$ cat config.mk
export PLATFORM = sky130hd
export DESIGN_NAME = overdrive_multi
export DESIGN_NICKNAME = d
export VERILOG_FILES = /design/src/rtl/overdrive_pkg.sv /design/src/rtl/overdrive_shaper.sv /design/src/rtl/overdrive_multi.sv
export SDC_FILE = /design/constraint.sdc
export NUM_CORES = 1
export LEC_CHECK = 0
export CAP_MARGIN = 20
export CORE_AREA = 5 5 153 155
export DETAILED_ROUTE_END_ITERATION = 8
export DIE_AREA = 0 0 158 160
export PLACE_DENSITY = 0.68
export SYNTH_ARGS = -nofsm -noshare
export SYNTH_HDL_FRONTEND = slang
export SYNTH_HIERARCHICAL = 1
export SYNTH_SLANG_ARGS = --single-unit
$ cat constraint.sdc
create_clock -name CLK -period 7.45 [get_ports CLK]
set_input_delay 0.745 -clock CLK [delete_from_list [all_inputs] [get_ports CLK]]
set_output_delay 0.745 -clock CLK [all_outputs]
set_load 0.01 [all_outputs]
$ cat src/rtl/overdrive_pkg.sv
// Shared types for the multi-channel overdrive stage.
package overdrive_pkg;

  typedef enum logic [1:0] {
    OD_BYPASS = 2'd0,
    OD_HARD   = 2'd1,
    OD_SOFT   = 2'd2,
    OD_RSVD   = 2'd3
  } od_mode_e;

  typedef enum logic [1:0] {
    IDLE = 2'd0,
    RUN  = 2'd1,
    FIN  = 2'd2
  } od_state_e;

endpackage

$ cat src/rtl/overdrive_shaper.sv
// Combinational shaper: saturating pre-gain followed by bypass, hard clip
// or soft knee against a symmetric threshold +/-t.
module overdrive_shaper
  import overdrive_pkg::*;
#(
  parameter int DATA_W     = 16,
  parameter int KNEE_SHIFT = 2
) (
  input  logic signed [DATA_W-1:0] x,
  input  logic [1:0]               mode,
  input  logic [1:0]               pre_gain,
  input  logic [DATA_W-2:0]        t,
  output logic signed [DATA_W-1:0] y
);

  localparam int GW = DATA_W + 3;
  localparam logic signed [GW-1:0] MAX_V = {{4{1'b0}}, {(DATA_W-1){1'b1}}};
  localparam logic signed [GW-1:0] MIN_V = {{4{1'b1}}, {(DATA_W-1){1'b0}}};

  logic signed [GW-1:0] xe;
  logic signed [GW-1:0] gs;
  logic signed [GW-1:0] ge;
  logic signed [GW-1:0] te;
  logic signed [GW-1:0] excess;

  // Gain, saturation and shaping; all arithmetic at DATA_W+3 bits so the
  // shifted sample and the soft-knee sums never wrap before truncation.
  always_comb begin
    xe     = {{3{x[DATA_W-1]}}, x};
    gs     = xe <<< pre_gain;
    te     = {4'b0000, t};
    excess = '0;
    if (gs > MAX_V) begin
      ge = MAX_V;
    end else if (gs < MIN_V) begin
      ge = MIN_V;
    end else begin
      ge = gs;
    end
    y = DATA_W'(ge);
    case (od_mode_e'(mode))
      OD_BYPASS: y = x;
      OD_SOFT: begin
        if (ge > te) begin
          excess = (ge - te) >>> KNEE_SHIFT;
          y      = DATA_W'(te + excess);
        end else if (ge < -te) begin
          excess = (ge + te) >>> KNEE_SHIFT;
          y      = DATA_W'(excess - te);
        end
      end
      default: begin
        if (ge > te) begin
          y = DATA_W'(te);
        end else if (ge < -te) begin
          y = DATA_W'(-te);
        end
      end
    endcase
  end

endmodule

$ cat src/rtl/overdrive_multi.sv
// Multi-channel overdrive: latches a frame on START, shapes one channel per
// cycle through a shared shaper, publishes the frame with a DONE pulse.
module overdrive_multi
  import overdrive_pkg::*;
#(
  parameter int DATA_W     = 16,
  parameter int CHANNELS   = 2,
  parameter int KNEE_SHIFT = 2
) (
  input  logic                         CLK,
  input  logic                         RESET_N,
  input  logic                         START,
  output logic                         BUSY,
  output logic                         DONE,
  input  logic [1:0]                   mode,
  input  logic [1:0]                   pre_gain,
  input  logic [DATA_W-2:0]            threshold,
  input  logic [CHANNELS*DATA_W-1:0]   input_frame,
  output logic [CHANNELS*DATA_W-1:0]   output_frame
);

  localparam int CW = (CHANNELS > 1) ? $clog2(CHANNELS) : 1;
  localparam logic [CW-1:0] LAST_CH = CW'(CHANNELS - 1);

  od_state_e                 state;
  od_state_e                 state_next;
  logic [CHANNELS*DATA_W-1:0] frame_q;
  logic [CHANNELS*DATA_W-1:0] shadow;
  logic [1:0]                mode_q;
  logic [1:0]                gain_q;
  logic [DATA_W-2:0]         thr_q;
  logic [CW-1:0]             ch;
  logic                      done_q;
  logic signed [DATA_W-1:0]  sample;
  logic signed [DATA_W-1:0]  shaped;

  // State register.
  always_ff @(posedge CLK or negedge RESET_N) begin
    if (!RESET_N) begin
      state <= IDLE;
    end else begin
      state <= state_next;
    end
  end

  // Next-state logic; START is only looked at in IDLE.
  always_comb begin
    state_next = state;
    case (state)
      IDLE:    if (START) state_next = RUN;
      RUN:     if (ch == LAST_CH) state_next = FIN;
      FIN:     state_next = IDLE;
      default: state_next = IDLE;
    endcase
  end

  // Outputs. DONE is registered out of FIN, so BUSY is also held through
  // the DONE cycle to keep the frame period at CHANNELS+2.
  always_comb begin
    DONE = done_q;
    BUSY = (state != IDLE) || done_q;
  end

  assign sample = frame_q[ch*DATA_W +: DATA_W];

  overdrive_shaper #(
    .DATA_W     (DATA_W),
    .KNEE_SHIFT (KNEE_SHIFT)
  ) u_shaper (
    .x        (sample),
    .mode     (mode_q),
    .pre_gain (gain_q),
    .t        (thr_q),
    .y        (shaped)
  );

  // Working registers, channel counter, shadow and published frame.
  always_ff @(posedge CLK or negedge RESET_N) begin
    if (!RESET_N) begin
      frame_q      <= '0;
      mode_q       <= '0;
      gain_q       <= '0;
      thr_q        <= '0;
      ch           <= '0;
      shadow       <= '0;
      output_frame <= '0;
      done_q       <= 1'b0;
    end else begin
      done_q <= (state == FIN);
      case (state)
        IDLE: begin
          if (START) begin
            frame_q <= input_frame;
            mode_q  <= mode;
            gain_q  <= pre_gain;
            thr_q   <= threshold;
            ch      <= '0;
          end
        end
        RUN: begin
          shadow[ch*DATA_W +: DATA_W] <= shaped;
          ch <= (ch == LAST_CH) ? '0 : ch + CW'(1);
        end
        FIN: output_frame <= shadow;
        default: ;
      endcase
    end
  end

endmodule

# == Word-level counts from Yosys, hierarchy flattened ==
# Cells that the tools add are included.
# classes
n_bitwise,0
div,0
shifts,4
order_cmp,4
n_eq_ne,5
n_mux,14
add_sub_neg,7
mul,0
n_reduce_logical,8
# op_table
op,count
$mux 16,4
$mux 19,2
$neg 5->34,1
$shift 16x34->32 const A,1
$shiftx 16x34->32,1
$bwmux 32,1
$pmux 16 s2,1
$shiftx 32x6->16,1
$gt 19x16->1,1
$gt 19x16->1 const B,1
$lt 19x16->1 const B,1
$lt 19x19->1,1
$neg 15->19,1
$sshl 16x2->19,1
$add 18x16->18,1
$sub 18x16->18,1
$add 16x16->16,1
$sub 16x16->16,1
$reduce_and 2->1,3
$eq 2x2->1 const B,2
$logic_not 2->1,2
$mux 2,2
$ne 2x2->1 const B,2
$pmux 2 s2,1
other kinds (6),8
# totals
register_bits,119
romBits,0
out_inout_bits,34
mem_count,0
wordCells,51
latch_bits,0
input_bits,54
mem_bits_rw,0

# == Logic depth before layout (Yosys ltp) ==
# depth
word_depth,12
ltp_mapped,33

# == Modules after synthesis ==
# The synthesis kept the hierarchy.
# modules_own_cells
module,cells_each,area_each_um2,seq_area_each_um2,instances
overdrive_shaper,703,4860.9,0.0,1
overdrive_multi,276,4843.4,2977.9,1

# == Least setup slack after synthesis ==
# OpenSTA, ideal clock, no wires.
# synth_path
kind,flip-flop to flip-flop
from,register ch
to,register shadow[31]
stages_incl_launch_ff,30
required_time_ps,7325
synth_period_minus_slack_ps,6254
path_slack_ps,1196
setup_ps,125
arrival_ps,6129
cell_sequence,dfrtp_1 -> buf_4 -> buf_2 -> mux2_2 -> o21ai_0 -> nand2_1 -> o211ai_1 -> ha_1 -> clkbuf_8 -> clkbuf_1 -> o21ai_0 -> ha_1 -> buf_2 -> a21o_1 -> a21o_1 -> a21oi_1 -> nor3b_1 -> a21oi_2 -> a21oi_1 -> xnor2_1 -> ha_1 -> or2_2 -> o31ai_1 -> a311oi_1 -> o21a_1 -> o21a_1 -> or4_1 -> a21oi_1 -> and4bb_1 -> mux2_2
# synth_via
elab_chain_len,12
word_cells_on_any_way,21
# synth_lines
element,line,rtl
"start, declared",overdrive_multi.sv:32,logic [CW-1:0] ch;
"start signal, assigned",overdrive_multi.sv:102,ch <= (ch == LAST_CH) ? '0 : ch + CW'(1);
$shiftx 32x6->16 (*),overdrive_multi.sv:64,assign sample = frame_q[ch*DATA_W +: DATA_W];
via sample[12],overdrive_multi.sv:34,logic signed [DATA_W-1:0] sample;
$sshl 16x2->19 (*),overdrive_shaper.sv:30,gs = xe <<< pre_gain;
$lt 19x16->1,overdrive_shaper.sv:35,end else if (gs < MIN_V) begin
$mux 19,overdrive_shaper.sv:35,
$mux 19 (*),overdrive_shaper.sv:33,if (gs > MAX_V) begin
$add 18x16->18,overdrive_shaper.sv:48,excess = (ge + te) >>> KNEE_SHIFT;
$sub 16x16->16,overdrive_shaper.sv:49,y = DATA_W'(excess - te);
$mux 16,overdrive_shaper.sv:47,end else if (ge < -te) begin
$mux 16,overdrive_shaper.sv:44,if (ge > te) begin
$pmux 16 s2 (*),overdrive_shaper.sv:41,case (od_mode_e'(mode))
via shaped[15],overdrive_multi.sv:35,logic signed [DATA_W-1:0] shaped;
$shiftx 16x34->32 (*),overdrive_multi.sv:101,shadow[ch*DATA_W +: DATA_W] <= shaped;
$bwmux 32 (*),overdrive_multi.sv:101,
"end signal, assigned by index",overdrive_multi.sv:101,
"end, declared",overdrive_multi.sv:28,logic [CHANNELS*DATA_W-1:0] shadow;
# The timed path passes the listed nets; every way through them passes the cells marked *.
# A chain may end at the register's enable or synchronous reset.

# == Final worst setup path ==
# layout_path
from,register ch
to,register shadow[30]
# Same word-level chain as after synthesis.

==> results.md <==
* Result of the run: complete, no violations
* Tmin final at 6.768 ns
* Critical Path End Type: flip-flop
* Setup tns final at 0 ns
* Crit-path most repeated cell: o21ai_0
* Pre-antenna DRT Iters at 5
* Chip height at roughly 160 um
* Post-route antenna net violation count at 0
* Clock Sinks at 119
* WP depth at 26
* Post-synthesis cell count at 979
* Post-synth top flop: dfrtp_1
* Register area at 2978 um2
* Worst Path Arrival at between 7 and 8 ns
* Synthesized area at about 9700 um2
* Clk_skew at about 0.013 ns
* Max-cap violations at 0
* Slew @ Worst Pin at 1.105 ns
* YS warnings at 6
* First-pass GRT wire length at just over 40000 um
* Clock transition at path regs at approximately 0.06 ns
* Worst stage delay on the critical path at between 0.7 and 0.8 ns
* Clk Tree Root Cell: clkbuf_16
* Die width at between 150 and 200 um
* Largest net degree at the start of global routing at between 60 and 70
* Core area at ~22000 um2
* Vias in the first global route at around 7600
* Design area at around 11000 um2
* Number of H-tree levels at 4
* Initial Util at 0.4474
* Via density per instance at 5.772
* Synth cell types at 89
* Slew Limit Fails at 0
* WL per Instance at ~19 um
* DP Area at ~11000 um2
* Multi-input gate area at roughly 6200 um2
* GPL Wtd Cong at 0.9070
* Ports at roughly 90
* Reg2reg end: shadow[30]
* Crit path from: ch
* Hpwl dp at just under 20000 um
* Skew-Pair Late Insertion Delay at ~0.42 ns
* # diodes at 0
* Hold buffer count at cts at 0
* Nets at 1186
* Hold Vio Cnt, Final at 0
* Syn-to-layout area delta at 16.43%
* GRT Util Overall at 0.2040
* Kind of critical path: flip-flop to flip-flop
* Initial antenna violation count at 0
* Die footprint at roughly 25000 um2
* Syn_nets at between 1000 and 1500
* Crit start category: flip-flop
* Post-CTS resize count at 0
* GRT overflow at 0
* Filler instances at around 1900
* Average cell area after synthesis at about 9.9 um2
* Clock tree buffer depth at 2
* Crit path required time at 7.80 ns
* DRC at 0
* RSZ-0062 raised after global routing: false
* CTS tree: done
* Num CTS Buffers at 17
* FP Rows at 54
* PortBufs at 87
* Min-Delay Path Class: input pin to async pin
* Setup crit end: shadow[30]
* CP max-delay cell: o31ai_1
* CP delay by family, top: compound AO/OA/AOI/OAI gates
* Post-CTS setup buffers at 0
* CP Buf/Inv Count at 0
* Period Utilization, post-route at 0.9085
* Fmax at 0.1478 GHz
* Seq/Total Area, Yosys at 0.3069
* Relative slew slack at 0.2627
* Number of DRC markers in iteration 0 at 508
* Max FO, Critical Path at 19
* Routed via count at ~7700
* Share of layout cells above drive strength 1 at 0.1770
* R2R depth at 26
* Post-synth EDFFs at 0
* Yosys reg bits at around 120
* Final WL at 25670 um
* Crit Reg-Reg Startpoint: ch
* Setup violation total in the final timing report at 0
* Async S/R FF share, synth at 1.000
* Worst R2R Setup Slack at ~0.68 ns
==> cell usage in the layout, fill, tap and decap left out, types with 6 or more instances in the layout <==
cell,n
clkdlybuf4s50_1,86
o21a_1,10
a21o_1,12
ha_1,81
mux2_1,30
mux2_4,38
xor2_1,21
nand2b_1,12
a31oi_1,9
buf_4,14
clkbuf_16,17
or3_1,6
inv_1,45
xnor2_1,39
a21oi_1,52
dfrtp_1,119
nand3_1,11
o22ai_1,9
a22o_1,6
o21ai_0,50
nand2_1,45
o31ai_1,7
nor2_1,95
nor3_1,16
and2_1,6
mux2i_1,21
mux2_2,70
a211oi_1,6
nor2b_1,7
==> per-layer routing <==
metal | global-route usage | vias up | part of all wire | wire length, um
li1 | - | 3693 | - | -
met3 | 0.03572 | 35 | 0.055 | 1412
met1 | 0.2919 | 3778 | 0.47 | 12040
met5 | 0 | - | 0 | 0
met4 | 0.05312 | 0 | 0.021 | 527
met2 | 0.3193 | 240 | 0.46 | 11690
==> worst reg2reg max path, stage by stage, from the launching register on <==
cell and delay, ns:
dfrtp_1 0.43, mux2_2 0.40, o21ai_0 0.16, nand2_1 0.07, o211ai_1 0.12, ha_1 0.44
o31ai_1 0.74, ha_1 0.39, nor2b_1 0.15, o21ai_1 0.15, a21boi_0 0.15, o21ai_0 0.25
a21oi_1 0.13, o21ai_0 0.16, nand2b_1 0.10, xor2_1 0.15, ha_1 0.33, or2_2 0.31
a21oi_1 0.16, a21oi_1 0.08, a41o_1 0.31, o41ai_1 0.51, o21ai_0 0.23, xnor2_1 0.16
a221o_1 0.35, o311ai_1 0.10, mux2_2 0.21
==> kinds of logic (layout without fill, tap and decap cells) <==
| kind of cell | count (synthesis) | in the layout | synth area share |
|---|---|---|---|
| AO/OA/AOI/OAI | 220 | 220 | 0.1521 |
| XOR/XNOR | 61 | 61 | 0.05647 |
| adder cells (fa/ha/maj) | 83 | 83 | 0.1086 |
| buffers and inverters | 95 | 178 | 0.05222 |
| flip-flops | 119 | 119 | 0.3069 |
| multiplexers | 159 | 159 | 0.1965 |
| AND/OR/NAND/NOR | 242 | 242 | 0.1273 |
==> sequential cells by signal (all words and copies together) (netlist names) <==
name          count
thr_q            15
frame_q          32
state             2
shadow           32
gain_q            2
mode_q            2
ch                1
DONE              1
output_frame     32
==> worst min-delay path by stage <==
stage / endpoint / slack (ns) / cells after the start
3_3_place_gp: frame_q[21] / 0.47 / 1
4_1_cts: output_frame[0] / 0.39 / 1
5_1_grt: output_frame[0] / 0.41 / 1
3_5_place_dp: frame_q[16] / 0.47 / 1
2_1_floorplan: DONE / 0.45 / 0
6_report: shadow[2] / 0.37 / 1
==> stage by stage <==
stage               instances  hold slack (ns)    util  worst slack, ns
floorplan                 979           0.4494       -            1.196
global route             1342           0.4102  0.5209          0.09693
global placement         1309           0.4658  0.4927           0.9910
finish                   1342           0.3683  0.5209           0.6820
CTS                      1341           0.3887  0.5200           0.8090
detailed placement       1309           0.4742  0.4927           0.8735
==> cell type report <==
cell class,count,area share
multi-input cells,765,0.5507
flip-flops and latches,119,0.2636
repair buffers,101,0.08726
clock buffers,17,0.03765
well taps,280,0.03101
inverters,45,0.01495
clock inverters,15,0.01484
==> Yosys cell counts, types with 9 or more instances <==
cell | number | area (um2)
mux2i_1 | 21 | 210.2
buf_6 | 12 | 135.1
nand2b_1 | 13 | 81.33
a31oi_1 | 9 | 56.30
nand2_1 | 45 | 168.9
ha_1 | 81 | 1013
xor2_1 | 21 | 183.9
xnor2_1 | 39 | 341.6
a21oi_1 | 52 | 260.3
nor2_1 | 95 | 356.6
clkbuf_1 | 17 | 63.81
mux2_4 | 38 | 570.6
buf_2 | 12 | 60.06
mux2_1 | 30 | 337.8
dfrtp_1 | 119 | 2978
inv_1 | 45 | 168.9
o21ai_0 | 50 | 250.2
mux2_2 | 70 | 788.3
o21a_1 | 10 | 75.07
nand3_1 | 11 | 55.05
a21o_1 | 12 | 90.09
nor3_1 | 16 | 80.08
o22ai_1 | 9 | 56.30
Power is left out: the tool's default activity adds up to more than one toggle a clock period on the data nets, which glitch-free logic cannot reach.
